===== config.mk =====
export PLATFORM = sky130hd
export DESIGN_NAME = stopwatch_core_flat
export DESIGN_NICKNAME = d
export VERILOG_FILES = /design/src/rtl/stopwatch_pkg.sv /design/src/rtl/stopwatch_if.sv /design/src/rtl/stopwatch_bcd_mod60.sv /design/src/rtl/stopwatch_core.sv /design/src/flat_wrapper.sv
export SDC_FILE = /design/constraint.sdc
export NUM_CORES = 1
export LEC_CHECK = 0
export ABC_AREA = 0
export ABC_CLOCK_PERIOD_IN_PS = 5000
export BUFFER_PORTS_ARGS = -buffer_cell sky130_fd_sc_hd__buf_2
export CAP_MARGIN = 20
export CORE_MARGIN = 1.5
export CORE_UTILIZATION = 25
export CTS_CLUSTER_SIZE = 28
export DETAILED_ROUTE_END_ITERATION = 8
export PLACE_DENSITY = 0.36
export REMOVE_ABC_BUFFERS = 1
export SLEW_MARGIN = 0
export SYNTH_ARGS = -nofsm -noshare
export SYNTH_HDL_FRONTEND = slang
export SYNTH_SLANG_ARGS = --single-unit

===== constraint.sdc =====
create_clock -name clk -period 5 [get_ports clk]
set_input_delay 0.5 -clock clk [delete_from_list [all_inputs] [get_ports clk]]
set_output_delay 0.5 -clock clk [all_outputs]
set_load 0.005 [all_outputs]

===== src/rtl/stopwatch_pkg.sv =====
// Shared types and constants for the mm:ss stopwatch.
package stopwatch_pkg;
    typedef enum logic {RUN = 1'b0, PAUSED = 1'b1} run_state_t;

    localparam int DIGIT_W          = 4;
    localparam int SEC_MAX          = 59;
    localparam int MIN_MAX          = 59;
    localparam int TICK_DIV_DEFAULT = 100_000_000;
endpackage


===== src/rtl/stopwatch_if.sv =====
// Control inputs and display outputs of the stopwatch core.
interface stopwatch_if;
    import stopwatch_pkg::*;

    logic               pause_pulse;
    logic               adj;
    logic               sel;
    logic [DIGIT_W-1:0] min_tens;
    logic [DIGIT_W-1:0] min_ones;
    logic [DIGIT_W-1:0] sec_tens;
    logic [DIGIT_W-1:0] sec_ones;
    logic               blink;
    logic               running;

    modport master (
        output pause_pulse, adj, sel,
        input  min_tens, min_ones, sec_tens, sec_ones, blink, running
    );
    modport slave (
        input  pause_pulse, adj, sel,
        output min_tens, min_ones, sec_tens, sec_ones, blink, running
    );
endinterface


===== src/rtl/stopwatch_bcd_mod60.sv =====
// Two-digit BCD counter 00..MAX; carry_out is combinational so the next
// field advances on the same edge as the wrap.
module bcd_mod60
    import stopwatch_pkg::*;
#(
    parameter int MAX = SEC_MAX
) (
    input  logic               clk,
    input  logic               rst_n,
    input  logic               inc,
    input  logic               carry_en,
    output logic [DIGIT_W-1:0] tens,
    output logic [DIGIT_W-1:0] ones,
    output logic               carry_out
);
    localparam logic [DIGIT_W-1:0] MAX_T = DIGIT_W'(MAX / 10);
    localparam logic [DIGIT_W-1:0] MAX_O = DIGIT_W'(MAX % 10);
    localparam logic [DIGIT_W-1:0] NINE  = DIGIT_W'(9);

    logic at_max;

    assign at_max    = (tens == MAX_T) && (ones == MAX_O);
    assign carry_out = inc & carry_en & at_max;

    always_ff @(posedge clk or negedge rst_n) begin
        if (!rst_n) begin
            tens <= '0;
            ones <= '0;
        end else if (inc) begin
            if (at_max) begin
                tens <= '0;
                ones <= '0;
            end else if (ones == NINE) begin
                tens <= tens + 1'b1;
                ones <= '0;
            end else begin
                ones <= ones + 1'b1;
            end
        end
    end
endmodule


===== src/rtl/stopwatch_core.sv =====
// mm:ss stopwatch: free-running tick divider, run/pause FSM, adjust mode
// with blinking field enable, and two BCD mod-60 counters.
module stopwatch_core
    import stopwatch_pkg::*;
#(
    parameter int TICK_DIV = TICK_DIV_DEFAULT
) (
    input  logic        clk,
    input  logic        rst_n,
    stopwatch_if.slave  sw
);
    localparam int DW = $clog2(TICK_DIV);
    localparam logic [DW-1:0] Q1 = DW'(TICK_DIV / 4 - 1);
    localparam logic [DW-1:0] Q2 = DW'(TICK_DIV / 2 - 1);
    localparam logic [DW-1:0] Q3 = DW'(3 * (TICK_DIV / 4) - 1);
    localparam logic [DW-1:0] Q4 = DW'(TICK_DIV - 1);

    logic [DW-1:0] div;
    logic          tick_1, tick_2, tick_4;
    run_state_t    state, state_nxt;
    logic          run_q;
    logic          blink_q;
    logic          sec_inc, min_inc, sec_carry;
    logic          unused_min_carry;

    always_ff @(posedge clk or negedge rst_n) begin
        if (!rst_n)         div <= '0;
        else if (div == Q4) div <= '0;
        else                div <= div + 1'b1;
    end

    assign tick_1 = (div == Q4);
    assign tick_2 = tick_1 | (div == Q2);
    assign tick_4 = tick_2 | (div == Q1) | (div == Q3);

    always_ff @(posedge clk or negedge rst_n) begin
        if (!rst_n) state <= RUN;
        else        state <= state_nxt;
    end

    always_comb begin
        state_nxt = state;
        if (sw.pause_pulse) state_nxt = (state == RUN) ? PAUSED : RUN;
    end

    always_comb begin
        run_q = (state == RUN);
    end

    assign sw.running = run_q;

    // Increments see the registered state, so a coincident pause still counts.
    assign sec_inc = sw.adj ? (tick_2 & ~sw.sel) : (tick_1 & run_q);
    assign min_inc = sw.adj ? (tick_2 &  sw.sel) : sec_carry;

    // Held at 1 outside adjust, so the first adjust cycle always shows.
    always_ff @(posedge clk or negedge rst_n) begin
        if (!rst_n)       blink_q <= 1'b1;
        else if (!sw.adj) blink_q <= 1'b1;
        else if (tick_4)  blink_q <= ~blink_q;
    end

    assign sw.blink = ~sw.adj | blink_q;

    bcd_mod60 #(.MAX(SEC_MAX)) u_sec (
        .clk       (clk),
        .rst_n     (rst_n),
        .inc       (sec_inc),
        .carry_en  (~sw.adj),
        .tens      (sw.sec_tens),
        .ones      (sw.sec_ones),
        .carry_out (sec_carry)
    );

    bcd_mod60 #(.MAX(MIN_MAX)) u_min (
        .clk       (clk),
        .rst_n     (rst_n),
        .inc       (min_inc),
        .carry_en  (1'b0),
        .tens      (sw.min_tens),
        .ones      (sw.min_ones),
        .carry_out (unused_min_carry)
    );
endmodule


===== src/flat_wrapper.sv =====
// flat-port wrapper written by rule: the top's interface ports become plain ports
module stopwatch_core_flat import stopwatch_pkg::*;
#(
    parameter int TICK_DIV = TICK_DIV_DEFAULT
)
  (clk, rst_n, sw_pause_pulse, sw_adj, sw_sel, sw_min_tens, sw_min_ones, sw_sec_tens, sw_sec_ones, sw_blink, sw_running);
  stopwatch_if sw_i ();
  input  logic clk;
  input  logic rst_n;
  input wire logic [$bits(sw_i.pause_pulse)-1:0] sw_pause_pulse;
  input wire logic [$bits(sw_i.adj)-1:0] sw_adj;
  input wire logic [$bits(sw_i.sel)-1:0] sw_sel;
  output wire logic [$bits(sw_i.min_tens)-1:0] sw_min_tens;
  output wire logic [$bits(sw_i.min_ones)-1:0] sw_min_ones;
  output wire logic [$bits(sw_i.sec_tens)-1:0] sw_sec_tens;
  output wire logic [$bits(sw_i.sec_ones)-1:0] sw_sec_ones;
  output wire logic [$bits(sw_i.blink)-1:0] sw_blink;
  output wire logic [$bits(sw_i.running)-1:0] sw_running;
  assign sw_i.pause_pulse = sw_pause_pulse;
  assign sw_i.adj = sw_adj;
  assign sw_i.sel = sw_sel;
  assign sw_min_tens = sw_i.min_tens;
  assign sw_min_ones = sw_i.min_ones;
  assign sw_sec_tens = sw_i.sec_tens;
  assign sw_sec_ones = sw_i.sec_ones;
  assign sw_blink = sw_i.blink;
  assign sw_running = sw_i.running;
  stopwatch_core #(.TICK_DIV(TICK_DIV)) u_core (.clk(clk), .rst_n(rst_n), .sw(sw_i));
endmodule

Word level (Yosys, flattened, before mapping)
Index checks and enable logic that the tools add are counted.
{"block": "word_totals", "reg_bits": 45, "in_bits": 5, "output_inout_bits": 18, "elab_cells": 54}
{"block": "classes", "add_sub_neg": 5, "n_eq_ne": 9, "mux": 14, "bitwise_logic": 13, "n_reduce_logical": 6}
{"cell": "27-bit == test, second input constant", "count": 2}
{"cell": "4-bit 2-to-1 mux", "count": 8}
{"cell": "27-bit by 1-bit adder with 27-bit output, second input constant", "count": 1}
{"cell": "27-bit by 25-bit == test with 1-bit output, second input constant", "count": 1}
{"cell": "27-bit by 26-bit == test with 1-bit output, second input constant", "count": 1}
{"cell": "27-bit 2-to-1 mux", "count": 1}
{"cell": "4-bit by 1-bit adder with 4-bit output, second input constant", "count": 4}
{"cell": "4-bit by 3-bit == test with 1-bit output, second input constant", "count": 2}
{"cell": "4-bit == test, second input constant", "count": 2}
{"cell": "1-bit bitwise AND", "count": 5}
{"cell": "1-bit 2-to-1 mux", "count": 5}
{"cell": "1-bit inverter", "count": 4}
{"cell": "1-bit bitwise OR", "count": 4}
{"cell": "2-bit AND reduction", "count": 2}
{"cell": "2-bit nonzero test", "count": 2}
{"cell": "1-bit logical AND", "count": 2}
{"cell": "2-bit by 1-bit != test with 1-bit output, second input constant", "count": 1}

Depth between registers and ports, before layout
{"block": "depth", "word_depth": 8, "ltp_mapped": 7, "mapped_depth_nobuf": 7}

Cells and area by module
Synthesis repeated with hierarchy kept, for this count alone.
{"block": "unflattened", "cells_unflattened": 250, "area_unflattened_um2": 2487.4}
{"mod": "stopwatch_core", "instances": 1, "cells_each": 156, "area_each_um2": 1544.0, "seq_area_each_um2": 726.9}
{"mod": "bcd_mod60", "instances": 2, "cells_each": 47, "area_each_um2": 471.7, "seq_area_each_um2": 200.2}

Worst setup path before layout
No wires, ideal clock.
{"block": "synth_path", "kind": "reg2reg", "startpoint": "register u_core.div[0]", "endpoint": "register u_core.u_sec.tens[3]", "setup_time_ns": 0.125, "t_arrival_ns": 2.038, "required_ns": 4.875, "slack_ns": 2.837, "stages_incl_launch_ff": 8, "path_buffers": 1, "period_less_slack_ns": 2.163, "cell_sequence": "dfrtp_1 -> ha_1 -> and3_1 -> nand2_1 -> or3_1 -> buf_2 -> o32a_1 -> mux2_4"}
{"block": "synth_between", "elab_chain_cells": 5, "elab_cells_between_ends": 7, "cone_classes": "eq/ne (2); mux (1); bitwise (3); reduce/logical (1)"}
{"item": "start, declared", "line_no": "stopwatch_core.sv:18", "source": "logic [DW-1:0] div;"}
{"item": "start signal, assigned", "line_no": "stopwatch_core.sv:29", "source": "else div <= div + 1'b1;"}
{"item": "27-bit == test / 27-bit by 26-bit == test with 1-bit output (equally long branches)", "line_no": "stopwatch_core.sv:32, stopwatch_core.sv:33"}
{"item": "1-bit bitwise OR", "line_no": "stopwatch_core.sv:33", "source": "assign tick_2 = tick_1 | (div == Q2);"}
{"item": "1-bit bitwise AND", "line_no": "stopwatch_core.sv:53", "source": "assign sec_inc = sw.adj ? (tick_2 & ~sw.sel) : (tick_1 & run_q);"}
{"item": "1-bit 2-to-1 mux (*)", "line_no": "stopwatch_core.sv:53"}
{"item": "2-bit AND reduction (no line) (*)"}
{"item": "end signal, assigned", "line_no": "stopwatch_bcd_mod60.sv:34", "source": "tens <= tens + 1'b1;"}
{"item": "end, declared", "line_no": "stopwatch_bcd_mod60.sv:12", "source": "output logic [DIGIT_W-1:0] tens,"}
Every way passes the cells marked *; elsewhere a longest branch is shown, timed or not.
A chain may end at the register's enable or synchronous reset.

Final worst setup path
{"block": "layout_path", "startpoint": "register u_core.u_sec.ones[1]", "endpoint": "register u_core.u_min.tens[1]"}
{"block": "layout_between", "elab_chain_cells": 5}
{"item": "start, declared", "line_no": "stopwatch_bcd_mod60.sv:13", "source": "output logic [DIGIT_W-1:0] ones,"}
{"item": "start signal, assigned", "line_no": "stopwatch_bcd_mod60.sv:37", "source": "ones <= ones + 1'b1;"}
{"item": "4-bit == test", "line_no": "stopwatch_bcd_mod60.sv:22", "source": "assign at_max = (tens == MAX_T) && (ones == MAX_O);"}
{"item": "1-bit logical AND", "line_no": "stopwatch_bcd_mod60.sv:22"}
{"item": "1-bit bitwise AND", "line_no": "stopwatch_bcd_mod60.sv:23", "source": "assign carry_out = inc & carry_en & at_max;"}
{"item": "1-bit 2-to-1 mux", "line_no": "stopwatch_core.sv:54", "source": "assign min_inc = sw.adj ? (tick_2 & sw.sel) : sec_carry;"}
{"item": "2-bit AND reduction (no line)"}
{"item": "end signal, assigned", "line_no": "stopwatch_bcd_mod60.sv:34"}
{"item": "end, declared", "line_no": "stopwatch_bcd_mod60.sv:12"}
No other way between the ends.

==> run metrics <==
top-count cell post-synth=sky130_fd_sc_hd__dfrtp_1; top-level port count=23; LEAKAGE=1.31 nW; top_reg_cell synth=sky130_fd_sc_hd__dfrtp_1; power density of the placed cells=230 nW/um^2; Max FO, Critical Path=5; number of gates resized after cts=0; number of design-rule violations left by the first detailed-router iteration=78; Yosys top cell area share=41.6%; Max stage delay cell, worst path=sky130_fd_sc_hd__nor4_1; total area of sequential cells=1130 sq um; # port buffers=22; highest cell delay on the worst timing path=0.63 ns; routed wl met2=2950 microns; fin cells=430; growth of design area from synthesis to finish=14.6%; aggregate global routing overflow=0; routed length per instance=14.9 microns; pins over their slew limit=0; register-to-register setup slack=2.49 ns; clock latency of the later-clocked register in the worst-skew pair=0.30 ns; shortest period the worst path allows=2.51 ns; clock-pin slew on the worst setup and hold paths=0.09 ns; setup skew after layout=0.00371 ns; Startpoint Class=register; number of clock sinks=45; sort of element at the end of the critical path=register; cell type with the highest aggregate area in the netlist=sky130_fd_sc_hd__dfrtp_1; mapped cell area=2650 sq um; leading post-synthesis cells by instance count=sky130_fd_sc_hd__dfrtp_1 (44), sky130_fd_sc_hd__nor2_1 (30), sky130_fd_sc_hd__nand3_1 (23); die outline area=11200 sq um; starting density of the core=25.7%; internal power summed over all cells=0.542 mW; list of cells traversed by the critical path=inv_1 > ha_1 > nand3b_1 > o31a_1 > nor4_1 > o21ai_1 > mux2_1; sequential element share of the synthesized area=42.6%; CTS tree=done; detailed-route wire length=6430 microns; register share of total power=53.4%; GRT Total Usage=12.3%; Final setup violation count=0; Tightest Pin Transition=0.839 ns; TritonCTS Buffers=5; setup repair after global routing missed its margin=no; number of flip-flops and latches in the synthesized netlist=45; category of the most critical setup path=reg2reg; total negative slack for setup checks=0 ns; number of warnings printed during yosys synthesis=0; pin count of the biggest net entering global routing=46; Final Util=29.4%; Cell variety after synth=59; DR DRC count=0; number of vias after detailed routing=2051; routed length on met3=230 microns; fraction of layout cells with a size suffix above 1=14.6%; uppermost layer routed=met4; status=finished clean; number of nets still failing antenna checks after routing=0; post-synthesis average cell area=9.96 sq um; Final Cycle Share=50.2%; endpoint of the lowest-slack register-to-register path=u_core.u_min.tens[1]; routed vias/inst=4.77; maximum root-to-sink buffer count=2; Worst R2R Start=u_core.u_sec.ones[1]; die height=106 microns; max capacitance violation total=0; Setup Fix Bufs, Post-CTS=0; number of fillers in the final layout=1082; net count reported at finish=305; Max IR drop VDD=0.0000968 V; async set-or-reset flop fraction in the synthesized netlist=100%; die extent in x=106 microns; Routability Congestion=0.732; Post-DP HPWL=4720 microns; f_max=0.399 GHz; final hold violations=0; number of antenna violations at the first check in global routing=0; number of rows in the core area=37; data arrival time of the worst path=2.70 ns; post-route met1 wirelength=3160 microns; switching share of power=22.5%; reported net switching power=0.157 mW; via count of the first global-routing pass=2061; multi-input logic area=1470 sq um; global-route wire length before repair=10900 microns; Clk Tree Root Cell=sky130_fd_sc_hd__clkbuf_8; remaining max-slew budget at the tightest pin=43.9%; depth of the CTS H-tree=2; count of flip-flops with a built-in enable after synthesis=0; logic gate share of total power=4.6%; antenna fix cells=0; cell count after synthesis=266; DRT Pass-1 Iters=4; Tightest Hold Check Type=in2async; Floorplan Core Area=10300 sq um; placed insts=422; top area cells in the synthesized netlist=sky130_fd_sc_hd__dfrtp_1 (42%), sky130_fd_sc_hd__xor2_1 (5.3%), sky130_fd_sc_hd__nand3_1 (4.3%), sky130_fd_sc_hd__nor2_1 (4.3%), sky130_fd_sc_hd__ha_1 (3.3%); required time at the worst-slack endpoint=5.19 ns; buffering stage count on the worst path with inverters included=1; category of cells accounting for the largest share of critical-path delay=simple AND/OR/NAND/NOR gates; cells on worst reg2reg path=7; clock network fraction of total power=42.0%; count of hold-fix buffers inserted at cts=0
kinds of logic after synthesis:
family / after synthesis / synth area share [%]
simple gates: 137 / 30.2
flops: 45 / 42.6
xor+xnor: 26 / 8.60
fa+ha+maj: 7 / 3.31
compound gates: 29 / 8.64
buf+inv: 11 / 1.89
mux: 11 / 4.77
worst max-delay path by stage:
| stage | start | to | slack [ns] | cells past startpoint |
|---|---|---|---|---|
| after global placement | sw_adj | u_core.u_min.tens[1] | 2.46 | 6 |
| after CTS | u_core.u_sec.ones[1] | u_core.u_min.tens[0] | 2.46 | 7 |
| after global routing | u_core.div[0] | u_core.u_min.tens[0] | 2.25 | 6 |
| after detailed placement | sw_adj | u_core.u_min.tens[0] | 2.41 | 6 |
| after floorplan | u_core.div[0] | u_core.u_sec.ones[3] | 2.74 | 6 |
| final | u_core.u_sec.ones[1] | u_core.u_min.tens[1] | 2.49 | 7 |
cell type report:
| type | count | share of cell area, % |
|---|---|---|
| Sequential cell | 45 | 37.1 |
| Clock buffer | 7 | 2.84 |
| Multi-Input combinational cell | 210 | 48.5 |
| Tap cell | 136 | 5.60 |
| Clock inverter | 1 | 0.989 |
| Inverter | 7 | 0.865 |
| Timing Repair Buffer | 24 | 4.12 |
through the flow:
stage / hold slack, ns / area [sq um] / worst slack [ns] / power (mW)
2_1_floorplan: 0.204 / 2630 / 2.74 / 0.394
3_3_place_gp: 0.489 / 2920 / 2.46 / 0.415
3_5_place_dp: 0.483 / 2920 / 2.41 / 0.415
4_1_cts: 0.307 / 3040 / 2.46 / 0.720
5_1_grt: 0.342 / 3040 / 2.25 / 0.739
6_report: 0.280 / 3040 / 2.49 / 0.699
per-layer routing:
layer | vias to the layer above | global-route usage [%]
met2 | 31 | 19.9
met1 | 986 | 16.9
met5 | - | 0
met4 | 0 | 3.76
met3 | 6 | 2.15
li1 | 1028 | -
state kept, by name, indices dropped and copies added (netlist names):
signal / count
u_core.state: 1
u_core.div: 27
u_core.blink_q: 1
u_core.u_sec.tens: 4
u_core.u_sec.ones: 4
u_core.u_min.tens: 4
u_core.u_min.ones: 4
power groups by stage:
stage / Clock, mW / Combinational (mW) / Sequential [mW]
2_1_floorplan: 0 / 0.0143 / 0.379
3_3_place_gp: 0 / 0.0336 / 0.381
3_5_place_dp: 0 / 0.0343 / 0.380
4_1_cts: 0.313 / 0.0338 / 0.374
5_1_grt: 0.326 / 0.0372 / 0.375
6_report: 0.294 / 0.0319 / 0.374
worst reg2reg max path, cell delays in order, from the launching register on:
cell                       delay (ns)
sky130_fd_sc_hd__dfrtp_1         0.42
sky130_fd_sc_hd__inv_1           0.07
sky130_fd_sc_hd__ha_1            0.18
sky130_fd_sc_hd__nand3b_1        0.17
sky130_fd_sc_hd__o31a_1          0.35
sky130_fd_sc_hd__nor4_1          0.63
sky130_fd_sc_hd__o21ai_1         0.23
sky130_fd_sc_hd__mux2_1          0.35
placed cells by master, fill, tap and decap left out, types with 7 or more instances in the layout:
master and n:
sky130_fd_sc_hd__nand2_1 19, sky130_fd_sc_hd__nor2_1 30, sky130_fd_sc_hd__inv_1 7, sky130_fd_sc_hd__ha_1 7
sky130_fd_sc_hd__nand3_1 23, sky130_fd_sc_hd__mux2_1 7, sky130_fd_sc_hd__xor2_1 16, sky130_fd_sc_hd__nand4_1 9
sky130_fd_sc_hd__buf_2 22, sky130_fd_sc_hd__dfrtp_1 44, sky130_fd_sc_hd__and3_1 8, sky130_fd_sc_hd__xnor2_1 10
No activity file was read; power rests on OpenSTA's default activity.
